**src/rtl/serial_pkg.sv**
```systemverilog
// Shared definitions for the serial_out / serial_in pair: field geometry,
// FSM state encoding and the first-bit helper.
// No ports.
package serial_pkg;

    localparam int unsigned LENGTH       = 16;
    localparam int unsigned MAX_FEATURES = 15;
    localparam int unsigned DATA_WIDTH   = LENGTH * (MAX_FEATURES + 1);
    localparam int unsigned FEAT_W       = 4;
    // Wide enough to hold DATA_WIDTH-1 = 255 without wrap.
    localparam int unsigned CNT_W        = 9;

    typedef enum logic [2:0] {
        IDLE  = 3'd0,
        FETCH = 3'd1,
        WAIT  = 3'd2,
        SHIFT = 3'd3,
        FIN   = 3'd4
    } state_e;

    // Index of the first emitted bit: the top feat+1 fields of the word are sent.
    function automatic logic [CNT_W-1:0] first_bit(input int unsigned       data_w,
                                                   input int unsigned       len,
                                                   input logic [FEAT_W-1:0] feat);
        return CNT_W'(data_w - len * (32'(feat) + 32'd1));
    endfunction

endpackage

```
**src/rtl/serial_out_shifter.sv**
```systemverilog
// Word shift register for serial_out: loads a memory word aligned to its first
// emitted bit, then presents one bit per step, LSB-first, up to DATA_WIDTH-1.
// Optional macro SERIAL_OUT_PARITY_EN adds a trailing even-parity bit per word.
// Ports:
//   clk_i, rst_ni  clock, synchronous active-low reset
//   load_i         capture rd_data_i (first bit appears on ser_o next cycle)
//   step_i         advance to the next bit
//   init_i         index of the first bit to emit
//   rd_data_i      memory word
//   ser_o          current serial bit (registered, 0 once a word is finished)
//   last_c_o       current bit is the final one of the word (combinational)
module serial_out_shifter #(
    parameter int unsigned DATA_WIDTH = serial_pkg::DATA_WIDTH
) (
    input  logic                         clk_i,
    input  logic                         rst_ni,
    input  logic                         load_i,
    input  logic                         step_i,
    input  logic [serial_pkg::CNT_W-1:0] init_i,
    input  logic [DATA_WIDTH-1:0]        rd_data_i,
    output logic                         ser_o,
    output logic                         last_c_o
);
    import serial_pkg::*;

    logic [DATA_WIDTH-1:0] sr_q, sr_d;
    logic [DATA_WIDTH-1:0] load_c;
    logic [CNT_W-1:0]      idx_q, idx_d;
    logic                  ser_q, ser_d;
    logic                  at_end_c;
`ifdef SERIAL_OUT_PARITY_EN
    logic                  par_q, par_d;
    logic                  par_ph_q, par_ph_d;
`endif

    // Word pre-shifted so the first emitted bit sits at position 0.
    assign load_c   = rd_data_i >> init_i;
    assign at_end_c = (idx_q == CNT_W'(DATA_WIDTH - 1));

`ifdef SERIAL_OUT_PARITY_EN
    assign last_c_o = par_ph_q;
`else
    assign last_c_o = at_end_c;
`endif

    assign ser_o = ser_q;

    // Next-state: load, step, or hold current contents.
    always_comb begin
        sr_d  = sr_q;
        idx_d = idx_q;
        ser_d = ser_q;
`ifdef SERIAL_OUT_PARITY_EN
        par_d    = par_q;
        par_ph_d = par_ph_q;
`endif
        if (load_i) begin
            sr_d  = load_c >> 1;
            ser_d = load_c[0];
            idx_d = init_i;
`ifdef SERIAL_OUT_PARITY_EN
            par_d    = load_c[0];
            par_ph_d = 1'b0;
`endif
        end else if (step_i) begin
`ifdef SERIAL_OUT_PARITY_EN
            if (par_ph_q) begin
                ser_d    = 1'b0;
                par_ph_d = 1'b0;
            end else if (at_end_c) begin
                // Even parity over the emitted bits: the XOR of them all.
                ser_d    = par_q;
                par_ph_d = 1'b1;
            end else begin
                ser_d = sr_q[0];
                sr_d  = sr_q >> 1;
                idx_d = idx_q + CNT_W'(1);
                par_d = par_q ^ sr_q[0];
            end
`else
            if (at_end_c) begin
                ser_d = 1'b0;
            end else begin
                ser_d = sr_q[0];
                sr_d  = sr_q >> 1;
                idx_d = idx_q + CNT_W'(1);
            end
`endif
        end
    end

    // State registers.
    always_ff @(posedge clk_i) begin
        if (!rst_ni) begin
            sr_q  <= '0;
            idx_q <= '0;
            ser_q <= 1'b0;
`ifdef SERIAL_OUT_PARITY_EN
            par_q    <= 1'b0;
            par_ph_q <= 1'b0;
`endif
        end else begin
            sr_q  <= sr_d;
            idx_q <= idx_d;
            ser_q <= ser_d;
`ifdef SERIAL_OUT_PARITY_EN
            par_q    <= par_d;
            par_ph_q <= par_ph_d;
`endif
        end
    end

endmodule

```
**src/rtl/serial_out.sv**
```systemverilog
// Reads words 0..num_dp from memory and serialises the top (feat+1) LENGTH-bit
// fields of each word, LSB-first. hold freezes everything.
// Optional macro SERIAL_OUT_PARITY_EN: one even-parity bit after every word.
// Ports:
//   CLK, RST_N          clock, synchronous active-low reset
//   start               begin a transfer (accepted in IDLE only)
//   num_dp              last address to send, inclusive
//   feat                number of fields per word minus 1
//   hold                stall; also masks rd_en and ser_valid
//   rd_en, rd_addr      memory read strobe and address
//   rd_data             memory data, valid the cycle after rd_en
//   ser, ser_valid      serial bit and its qualifier
//   busy                transfer in progress
//   done                one-cycle pulse after the last bit
module serial_out #(
    parameter int unsigned ADDR_WIDTH   = 12,
    parameter int unsigned MAX_FEATURES = serial_pkg::MAX_FEATURES,
    parameter int unsigned LENGTH       = serial_pkg::LENGTH,
    parameter int unsigned DATA_WIDTH   = LENGTH * (MAX_FEATURES + 1)
) (
    input  logic                  CLK,
    input  logic                  RST_N,
    input  logic                  start,
    input  logic [11:0]           num_dp,
    input  logic [3:0]            feat,
    input  logic                  hold,
    output logic                  rd_en,
    output logic [ADDR_WIDTH-1:0] rd_addr,
    input  logic [DATA_WIDTH-1:0] rd_data,
    output logic                  ser,
    output logic                  ser_valid,
    output logic                  busy,
    output logic                  done
);
    import serial_pkg::*;

    state_e                state_q;
    logic [ADDR_WIDTH-1:0] addr_q;
    logic [ADDR_WIDTH-1:0] num_dp_q;
    logic [FEAT_W-1:0]     feat_q;
    logic                  rd_en_q;
    logic                  ser_valid_q;
    logic                  busy_q;
    logic                  done_q;

    logic [FEAT_W-1:0]     feat_eff_c;
    logic [CNT_W-1:0]      init_c;
    logic                  load_c;
    logic                  step_c;
    logic                  word_last_c;

    // Clamp out-of-range feature counts to the configured maximum.
    assign feat_eff_c = (32'(feat_q) > MAX_FEATURES) ? FEAT_W'(MAX_FEATURES) : feat_q;
    assign init_c     = first_bit(DATA_WIDTH, LENGTH, feat_eff_c);

    assign load_c = (state_q == WAIT)  && !hold;
    assign step_c = (state_q == SHIFT) && !hold;

    serial_out_shifter #(
        .DATA_WIDTH (DATA_WIDTH)
    ) u_shifter (
        .clk_i     (CLK),
        .rst_ni    (RST_N),
        .load_i    (load_c),
        .step_i    (step_c),
        .init_i    (init_c),
        .rd_data_i (rd_data),
        .ser_o     (ser),
        .last_c_o  (word_last_c)
    );

    // Strobes are masked the same cycle hold rises; everything else freezes.
    assign rd_en     = rd_en_q & ~hold;
    assign ser_valid = ser_valid_q & ~hold;
    assign rd_addr   = addr_q;
    assign busy      = busy_q;
    assign done      = done_q;

    // Control FSM with outputs registered alongside the state.
    always_ff @(posedge CLK) begin
        if (!RST_N) begin
            state_q     <= IDLE;
            addr_q      <= '0;
            num_dp_q    <= '0;
            feat_q      <= '0;
            rd_en_q     <= 1'b0;
            ser_valid_q <= 1'b0;
            busy_q      <= 1'b0;
            done_q      <= 1'b0;
        end else if (!hold) begin
            case (state_q)
                IDLE: begin
                    if (start) begin
                        state_q  <= FETCH;
                        num_dp_q <= ADDR_WIDTH'(num_dp);
                        feat_q   <= feat;
                        addr_q   <= '0;
                        rd_en_q  <= 1'b1;
                        busy_q   <= 1'b1;
                    end
                end
                FETCH: begin
                    state_q <= WAIT;
                    rd_en_q <= 1'b0;
                end
                WAIT: begin
                    state_q     <= SHIFT;
                    ser_valid_q <= 1'b1;
                end
                SHIFT: begin
                    if (word_last_c) begin
                        ser_valid_q <= 1'b0;
                        if (addr_q == num_dp_q) begin
                            state_q <= FIN;
                            done_q  <= 1'b1;
                        end else begin
                            state_q <= FETCH;
                            addr_q  <= addr_q + ADDR_WIDTH'(1);
                            rd_en_q <= 1'b1;
                        end
                    end
                end
                FIN: begin
                    state_q <= IDLE;
                    done_q  <= 1'b0;
                    busy_q  <= 1'b0;
                end
                default: begin
                    state_q <= IDLE;
                end
            endcase
        end
    end

endmodule

```
**config.mk**
```make
export PLATFORM = sky130hd
export DESIGN_NAME = serial_out
export DESIGN_NICKNAME = d
export VERILOG_FILES = /design/src/rtl/serial_pkg.sv /design/src/rtl/serial_out_shifter.sv /design/src/rtl/serial_out.sv
export SDC_FILE = /design/constraint.sdc
export NUM_CORES = 1
export LEC_CHECK = 0
export CAP_MARGIN = 20
export CORE_ASPECT_RATIO = 1.75
export CORE_MARGIN = 1.5
export CORE_UTILIZATION = 45
export DETAILED_ROUTE_END_ITERATION = 12
export SLEW_MARGIN = 10
export SYNTH_ARGS = -nofsm -noshare
export SYNTH_HDL_FRONTEND = slang
export SYNTH_HIERARCHICAL = 1
export SYNTH_SLANG_ARGS = --single-unit
```
**constraint.sdc**
```tcl
create_clock -name CLK -period 3.7 [get_ports CLK]
set_input_delay 0.925 -clock CLK [delete_from_list [all_inputs] [get_ports CLK]]
set_output_delay 0.925 -clock CLK [all_outputs]
set_load 0.03 [all_outputs]
```
# [Word level (Yosys, flattened, before mapping)]
# Cells that the tools add are included.
[totals] n_memories=0 ram_bits=0 latchBits=0 register_bits=300 word_cells=75 romBits=0
[classes] n_shift=1 n_mux=27 n_eq_ne=11 n_mul=0 bitwise_logic=3 n_reduce_logical=18 add_sub_neg=4 magnitude_cmp=0 div=0
[ops] cell="255-bit 2-to-1 mux" count=3
[ops] cell="256-bit by 9-bit right shift with 256-bit output" count=1
[ops] cell="12-bit 2-to-1 mux" count=3
[ops] cell="9-bit 2-to-1 mux" count=3
[ops] cell="12-bit one-hot mux with 2 select lines" count=1
[ops] cell="12-bit by 1-bit adder with 12-bit output (second input constant)" count=1
[ops] cell="12-bit == test" count=1
[ops] cell="3-bit one-hot mux with 4 select lines" count=1
[ops] cell="3-bit AND reduction" count=4
[ops] cell="5-bit AND reduction" count=2
[ops] cell="2-bit nonzero test" count=5
[ops] cell="9-bit by 1-bit adder with 9-bit output (second input constant)" count=1
[ops] cell="9-bit by 8-bit == test with 1-bit output (second input constant)" count=1
[ops] cell="1-bit 2-to-1 mux" count=9
[ops] cell="3-bit 2-to-1 mux" count=3
[ops] cell="9-bit subtractor (first input constant)" count=1
[ops] cell="3-bit by 2-bit == test with 1-bit output (second input constant)" count=2
[ops] cell="2-bit inequality test (second input constant)" count=3
[ops] cell="1-bit one-hot mux with 2 select lines" count=3
[ops] cell="4-bit by 1-bit adder with 5-bit output (second input constant)" count=1
[ops] cell="2-bit by 1-bit inequality test with 1-bit output (second input constant)" count=2
[ops] cell="4-bit AND reduction" count=1
[ops] cell="3-bit by 1-bit == test with 1-bit output (second input constant)" count=1
[ops] cell="3-bit == test (second input constant)" count=1
[ops] cell="other kinds (8)" count=10

# [Logic depth before layout (Yosys ltp)]
# Gate-level depths: netlist of the first run.
[logic_depth] depth_word=4 ltp_mapped=14 mapped_depth_nobuf=12

# [Cells and area by module]
# Netlist of the first run, hierarchy kept.
[modules_own_cells] mod="serial_out_shifter" area_each_um2=32239.7 n_inst=1 cells_per_inst=3478
[modules_own_cells] mod="serial_out" area_each_um2=2021.9 n_inst=1 cells_per_inst=232

# [Worst setup path before layout of the first run]
# No wires, ideal clock.
[synth_path] path_type="input port to flip-flop" startpoint="input hold" endpoint="register u_shifter.sr_q[0]" t_arrival_ns=3.232 path_stages=9 path_slack_ns=0.381 path_buffers=3 cell_sequence="buf_6 nor4b_1 or3b_2 clkbuf_1 nor2_1 clkbuf_1 a22oi_1 a31o_2 o31ai_1"
[synth_via] elab_chain_cells=4
[synth_rtl] element="start, declared" line="serial_out.sv:26" source="input logic hold,"
[synth_rtl] element="1-bit zero test (*)"
[synth_rtl] element="1-bit logical AND (*)" line="serial_out.sv:56" source="assign load_c = (state_q == WAIT) && !hold;"
[synth_rtl] element="named net load_c" line="serial_out.sv:48" source="logic load_c;"
[synth_rtl] element="2-bit inequality test (no line) or 2-bit nonzero test (tied branches)"
[synth_rtl] element="2-bit AND reduction (no line)"
[synth_rtl] element="end signal, assigned" line="serial_out_shifter.sv:103" source="sr_q <= sr_d;"
[synth_rtl] element="end, declared" line="serial_out_shifter.sv:26" source="logic [DATA_WIDTH-1:0] sr_q, sr_d;"
# Mark *: on every way through the listed nets, which the timed path passes. The rest lies on a longest branch.
# A chain may end at the register's enable or synchronous reset.

# [Final worst setup path of the first run]
[layout_path] startpoint="input rd_data[234]" endpoint="register u_shifter.sr_q[41]"
[layout_via] elab_chain_cells=2
[layout_rtl] element="start, declared" line="serial_out.sv:29" source="input logic [DATA_WIDTH-1:0] rd_data,"
[layout_rtl] element="256-bit by 9-bit right shift with 256-bit output" line="serial_out_shifter.sv:37" source="assign load_c = rd_data_i >> init_i;"
[layout_rtl] element="255-bit 2-to-1 mux" line="serial_out_shifter.sv:57" source="if (load_i) begin"
# No other way between the ends.

==> summary.txt, run 1 <==
Drt
  • DR WL/cell: 35.5 um
  • Drt via density: 7.17
  • Iteration-0 DRC Markers: 5556
  • Antenna viol nets, final: 0
  • WL met3: 20500 um
  • Met2 Routed Length: 81900 um
  • Drt first pass iters: 6
  • DRC viols: 0
  • Top Metal Used: met5
  • Met1 WL: 65200 um
  • Vias: 38000
  • Final WL: 188000 um

STA
  • Max Fclk: 273 MHz
  • Final Critical Period: 3.67 ns
  • Slew @ Worst Pin: 1.36 ns
  • Setup tns final: 0 ns
  • Setup-failing EPs final: 0
  • Slew Viols, Final: 0
  • Endpoints failing hold: 0
  • RSZ-0062 raised after global routing: no
  • Max_slew headroom: 0.0919
  • Setup Skew: 0.0293 ns
  • Hold WS: 0.471 ns
  • Setup WS post-layout: 0.0318 ns
  • Final period util: 0.991

Die
  • Die X: 212 um
  • Die Y: 368 um
  • I/O pin count: 293
  • Die area: 77900 um2
  • Core area: 75200 um2
  • Initial Util: 0.456
  • Site Rows: 133

Pwr
  • PwrDens: 340 nW/um2
  • Static leakage: 16.5 nW
  • Logic pwr share: 0.548
  • Clock power frac: 0.212
  • Max rail drop VDD: 638 uV
  • Part of the power in registers: 0.241
  • Sw Ratio: 0.430
  • P_int: 8.30 mW
  • Switching power: 6.26 mW

Synth
  • Cell taking the most area after synthesis: mux4_2
  • Commonest cells in the synthesized netlist: 533 x o21ai_0, 370 x mux4_2, 357 x mux2i_1, 300 x dfxtp_1, 276 x nor2_1
  • Primary FF master, synth: dfxtp_1
  • Count of cell types in the netlist: 94
  • Ys async rst share: 0
  • Post-Syn Instances: 3710
  • Syn_area_per_cell: 9.23 um2
  • Register area share after synthesis: 0.175
  • Most common cell in the netlist: o21ai_0
  • Synth warnings: 6
  • Seq cells post-synth: 300
  • EDFF count, synth: 0
  • Area contributors post-synth: mux4_2 24%, dfxtp_1 18%, mux2i_1 10%
  • Synth top area share: 0.243
  • Mapped Area: 34300 um2

Setup path
  • FF-to-FF End: u_shifter/sr_q[120]$_SDFFE_PN0P_
  • Req. time, crit path: 4.19 ns
  • R2R Path Start: feat_eff_c[1]$_SDFFE_PN0P_
  • Worst reg-to-reg path cell count: 12
  • Worst setup SP type: primary input
  • CP arrival: 4.16 ns
  • CP peak stage delay: 0.65 ns
  • Buffers & Inverters on Critical Path: 3
  • R2R Setup Slk: 0.27 ns
  • Crit Path Category: in2reg
  • CP max stage cell: a21oi_1
  • Crit Path Max Fanout: 4
  • CP top delay family: compound AO/OA/AOI/OAI gates
  • Crit path cell chain: clkdlybuf4s50_1, mux4_2, mux4_2, a2bb2oi_2, buf_4, nor2_1, a21oi_1, buf_4, a21oi_1, a21o_1
  • Worst setup EP type: flip-flop

Min path
  • Hold EP: done$_SDFFE_PN0P_
  • Hold WC Path Type: reg2reg
  • Min-delay src: done$_SDFFE_PN0P_
  • Hold Path Stages: 2

Final layout
  • Final net count: 4535
  • P&R area growth vs syn: 24.9%
  • Share of cells above drive strength 1: 0.320
  • Final core occ: 0.569

GRT
  • First-pass GRT wire length: 265000 um
  • Largest net degree at the start of global routing: 314
  • Antenna violations before repair: 21
  • Grt ovf: 0
  • Tot GR Track Use: 0.476
  • Via count of the first global-routing pass: 36300

CTS
  • Post-CTS Hold Buffers: 0
  • Clk sinks: 300
  • Maximum root-to-sink buffer count: 3
  • CTS Root Buffer Type: clkbuf_16
  • CTS tree: built
  • Cts bufs inserted: 28
  • Clk Latency, worst-skew pair: 0.62 ns
  • H-tree levels: 1
  • Clock transition at path regs: 0.07 ns

Place
  • Port bufs: 292
  • DP Wirelength: 144000 um
  • DP Worst Slack: -0.313 ns
  • Routability cong.: 1.12

Run status
  • Status: complete, no violations

Job
  • Max-cap violations: 0
-- worst max-delay path by stage --
stage | slack [ns] | start | depth (start not counted) | to
4_1_cts | 0.14 | feat_eff_c[1]$_SDFFE_PN0P_ | 13 | u_shifter/sr_q[46]$_SDFFE_PN0P_
3_3_place_gp | -0.32 | rd_data[165] | 8 | u_shifter/sr_q[132]$_SDFFE_PN0P_
5_1_grt | 0.07 | rd_data[113] | 10 | u_shifter/sr_q[112]$_SDFFE_PN0P_
3_5_place_dp | -0.31 | rd_data[165] | 8 | u_shifter/sr_q[132]$_SDFFE_PN0P_
2_1_floorplan | 0.38 | hold | 9 | u_shifter/sr_q[0]$_SDFFE_PN0P_
6_report | 0.03 | rd_data[234] | 10 | u_shifter/sr_q[41]$_SDFFE_PN0P_
-- power by group through the flow --
stage / combinational, mW / sequential, mW / clock (mW)
after floorplan: 3.70 / 3.53 / 0
after detailed placement: 7.34 / 3.57 / 0
final: 7.98 / 3.50 / 3.08
after global placement: 7.33 / 3.57 / 0
after global routing: 8.02 / 3.51 / 3.20
after CTS: 7.37 / 3.50 / 3.09
-- tightest hold or removal path: cells and delay by family (launching register included) --
family / cells / cell delay (ns)
flops: 1 / 0.33
simple gates: 1 / 0.07
compound gates: 1 / 0.04
-- timing repair --
item | in CTS | in global routing
setup buffers | 0 | 0
setup endpoints to repair | 0 | 1
resized for setup | 0 | 1
-- final cells by class --
class	instances	area, um2
tap	1012	1270
clock buffer	44	842
timing repair buffer	904	7990
fill	7078	32400
sequential	300	6010
multi-input combinational	3004	26500
inverter	17	81.3
antenna	13	32.5
clock inverter	7	68.8
-- layer usage --
metal / global-route usage / up-vias
met5: 0 / -
met1: 0.548 / 18700
li1: - / 15700
met2: 0.710 / 2712
met4: 0.426 / 18
met3: 0.141 / 854
-- kinds of logic after synthesis --
logic type | synth area share
xor gates and xnor gates | 0.00628
other | 0.000109
muxes | 0.438
DFF | 0.175
buffers and inverters | 0.0535
AOI/OAI and AO/OA | 0.239
and+or+nand+nor | 0.0856
adders and majority gates | 0.00146
-- state kept, by name, summed over array words and instances, names as in the netlist --
register,cells
state_q,3
busy,1
rd_addr,12
u_shifter/sr_q,255
feat_eff_c,4
u_shifter/ser_o,1
u_shifter/idx_q,9
num_dp_q,12
done,1
ser_valid_q,1
rd_en_q,1
-- placed cells by master, fill, tap and decap left out, types with 17 or more instances in the layout --
master,Yosys,routed
o21a_1,31,31
o21ai_1,24,24
mux2i_1,357,356
clkdlybuf4s50_1,0,291
dfxtp_1,300,300
buf_12,0,38
a31oi_1,22,22
buf_4,9,574
a21oi_1,179,179
clkbuf_16,0,29
o22ai_1,95,95
mux2_2,275,275
o22a_1,17,17
nor3_1,24,24
o21ai_0,533,533
a211oi_1,39,38
a22oi_1,32,32
o211ai_1,57,57
o221ai_1,51,51
and2_1,17,17
nand2_1,247,246
o221a_2,22,22
nor2_1,276,276
o211a_1,65,65
a221oi_1,17,17
nand3_1,30,30
mux4_2,370,370
-- through the flow --
step                      std cells  power [mW]  instance area (um2)
after global placement         5236        10.9                41800
after CTS                      5287        14.0                42700
after detailed placement       5236        10.9                41800
final                          5301        14.6                42800
after global routing           5289        14.7                42800
after floorplan                3717        7.23                34300
(Power assumes the default switching activity.)
==> run 2: changes to the inputs <==
--- a/config.mk
+++ b/config.mk
@@ -5,7 +5,7 @@
 export SDC_FILE = /design/constraint.sdc
 export NUM_CORES = 1
 export LEC_CHECK = 0
-export CAP_MARGIN = 20
+export CAP_MARGIN = 30
 export CORE_ASPECT_RATIO = 1.75
 export CORE_MARGIN = 1.5
 export CORE_UTILIZATION = 45
==> run 2 against run 1 <==
Effect of this change: register-to-register slack worse by 0.03 ns; core utilization up 0.098 points; hold slack better by 0.00098 ns; clock skew down 0.016 ns; cell area up 0.17%; sequential power about the same; non-clock buffer count up 3; die area unchanged; critical path type unchanged; setup slack better by 0.082 ns; critical endpoint unchanged.
==> summary.txt, run 2 (same netlist as run 1, synthesis figures left out) <==
Setup path
  • Worst setup EP type: flip-flop (unchanged)
  • Setup crit start: rd_data[234] (unchanged)
  • Worst setup SP type: primary input (unchanged)
  • Crit Path Category: in2reg (unchanged)
  • R2R Setup Slk: 0.24 ns (was 0.27 ns)
  • Worst reg-to-reg path cell count: 13 (was 12)
  • FF-to-FF End: u_shifter/sr_q[46]$_SDFFE_PN0P_ (was u_shifter/sr_q[120]$_SDFFE_PN0P_)
  • CP arrival: 4.08 ns (was 4.16 ns)
  • Crit Path Max Fanout: 4 (unchanged)
  • Req. time, crit path: 4.20 ns (was 4.19 ns)
  • R2R Path Start: feat_eff_c[1]$_SDFFE_PN0P_ (unchanged)

STA
  • Setup tns final: 0 ns (unchanged)
  • Endpoints failing hold: 0 (unchanged)
  • Max_slew headroom: 0.135 (was 0.0919)
  • Final period util: 0.969 (was 0.991)
  • Slew @ Worst Pin: 1.29 ns (was 1.36 ns)
  • Setup-failing EPs final: 0 (unchanged)
  • Setup Skew: 0.0129 ns (was 0.0293 ns)
  • RSZ-0062 raised after global routing: no (unchanged)
  • Hold WS: 0.472 ns (was 0.471 ns)
  • Max Fclk: 279 MHz (was 273 MHz)
  • Slew Viols, Final: 0 (unchanged)
  • Setup WS post-layout: 0.114 ns (was 0.0318 ns)
  • Final Critical Period: 3.59 ns (was 3.67 ns)

GRT
  • Antenna violations before repair: 19 (was 21)
  • Largest net degree at the start of global routing: 314 (unchanged)
  • Tot GR Track Use: 0.476 (about the same)
  • First-pass GRT wire length: 265000 um (about the same)
  • Via count of the first global-routing pass: 36400 (was 36300)
  • Grt ovf: 0 (unchanged)

Min path
  • Hold WC Path Type: reg2reg (unchanged)
  • Hold EP: done$_SDFFE_PN0P_ (unchanged)
  • Min-delay src: done$_SDFFE_PN0P_ (unchanged)
  • Hold Path Stages: 2 (unchanged)

Run status
  • Status: complete, no violations (unchanged)

CTS
  • CTS Root Buffer Type: clkbuf_16 (unchanged)
  • CTS tree: built (unchanged)
  • Clk Latency, worst-skew pair: 0.61 ns (was 0.62 ns)
  • Maximum root-to-sink buffer count: 3 (unchanged)
  • Clk sinks: 300 (unchanged)
  • H-tree levels: 1 (unchanged)
  • Cts bufs inserted: 28 (unchanged)
  • Clock transition at path regs: 0.07 ns (about the same)

Place
  • Placed Cells: 5237 (was 5236)
  • Routability cong.: 1.12 (unchanged)
  • Port bufs: 292 (unchanged)
  • Post-Place Cell Area: 41800 um2 (about the same)
  • DP Wirelength: 144000 um (about the same)
  • DP Worst Slack: -0.300 ns (was -0.313 ns)

Final layout
  • Largest Register: u_shifter/sr_q (unchanged)
  • Final instance area: 42900 um2 (was 42800 um2)
  • Commonest non-fill, non-tap cell in the layout: buf_4 (unchanged)
  • Final net count: 4538 (was 4535)
  • Non-Filler Instances: 5300 (was 5301)
  • P&R area growth vs syn: 25.1% (was 24.9%)
  • Max FFs per register: 255 (unchanged)
  • Share of cells above drive strength 1: 0.322 (was 0.320)
  • Most frequent cells in the layout: 577 x buf_4, 533 x o21ai_0, 370 x mux4_2 (was 574 x buf_4, 533 x o21ai_0, 370 x mux4_2)

Die
  • Core area: 75200 um2 (unchanged)
  • Initial Util: 0.456 (unchanged)
  • Die area: 77900 um2 (unchanged)
  • Die X: 212 um (unchanged)
  • I/O pin count: 293 (unchanged)
  • Site Rows: 133 (unchanged)
  • Die Y: 368 um (unchanged)

Drt
  • Drt first pass iters: 6 (unchanged)
  • Vias: 38200 (was 38000)
  • Final WL: 188000 um (about the same)
  • Iteration-0 DRC Markers: 5226 (was 5556)
  • Antenna viol nets, final: 0 (unchanged)
  • Drt via density: 7.21 (was 7.17)
  • DRC viols: 0 (unchanged)
  • DR WL/cell: 35.5 um (about the same)

Pwr
  • Static leakage: 16.6 nW (was 16.5 nW)
  • Max rail drop VDD: 595 uV (was 638 uV)
  • PwrDens: 343 nW/um2 (was 340 nW/um2)

Job
  • Max-cap violations: 0 (unchanged)
[run 2: worst max-delay path by stage]
| stage | end | depth (start not counted) |
|---|---|---|
| floorplan | u_shifter/sr_q[0]$_SDFFE_PN0P_ | 9 |
| global placement | u_shifter/sr_q[132]$_SDFFE_PN0P_ | 8 |
| detailed placement | u_shifter/ser_o$_SDFFE_PN0P_ | 9 |
| CTS | u_shifter/sr_q[46]$_SDFFE_PN0P_ | 13 |
| global route | u_shifter/sr_q[120]$_SDFFE_PN0P_ | 12 |
| finish | u_shifter/sr_q[41]$_SDFFE_PN0P_ | 10 |
[run 2: area by class of cell]
type	count	area (um2)
antenna	10	25.0
tap	1012	1270
sequential	300	6010
timing repair buffer	907	8020
inverter	17	81.3
multi-input combinational	3004	26500
clock inverter	10	139
clock buffer	40	827
fill	7050	32300
[run 2: stage by stage]
step | power (mW) | utilization
after floorplan | 7.23 | -
after global placement | 10.9 | 0.556
after detailed placement | 10.9 | 0.556
after CTS | 14.1 | 0.569
after global routing | 14.9 | 0.570
final | 14.7 | 0.570
[run 2: critical path, cell delays in order]
cell,delay (ns)
clkdlybuf4s50_1,0.45
mux4_2,0.50
mux4_2,0.51
a2bb2oi_2,0.32
buf_4,0.23
nor2_1,0.06
a21oi_1,0.60
buf_4,0.25
a21oi_1,0.07
a21o_1,0.16
[run 2: metal layers]
layer | vias up | routed length [um] | GRT usage
met5 | - | 104 | 0.00128
met4 | 16 | 20200 | 0.414
met3 | 807 | 19700 | 0.132
met2 | 2752 | 82600 | 0.719
met1 | 18900 | 65400 | 0.552
li1 | 15800 | - | -
[run 2: repair_timing]
| item | 4_1_cts | 5_1_grt |
|---|---|---|
| hold buffers | 0 | 0 |
| setup buffers | 0 | 0 |
| gates resized for setup | 0 | 2 |
| setup endpoints to repair | 0 | 2 |
| hold endpoints to repair | 0 | 0 |
[run 2: power by group]
part,total [mW],internal [mW],switching (mW),leakage (nW)
clock,3.23,1.77,1.46,0.474
sequential,3.50,3.40,0.106,2.43
combinational,7.97,3.28,4.70,13.7
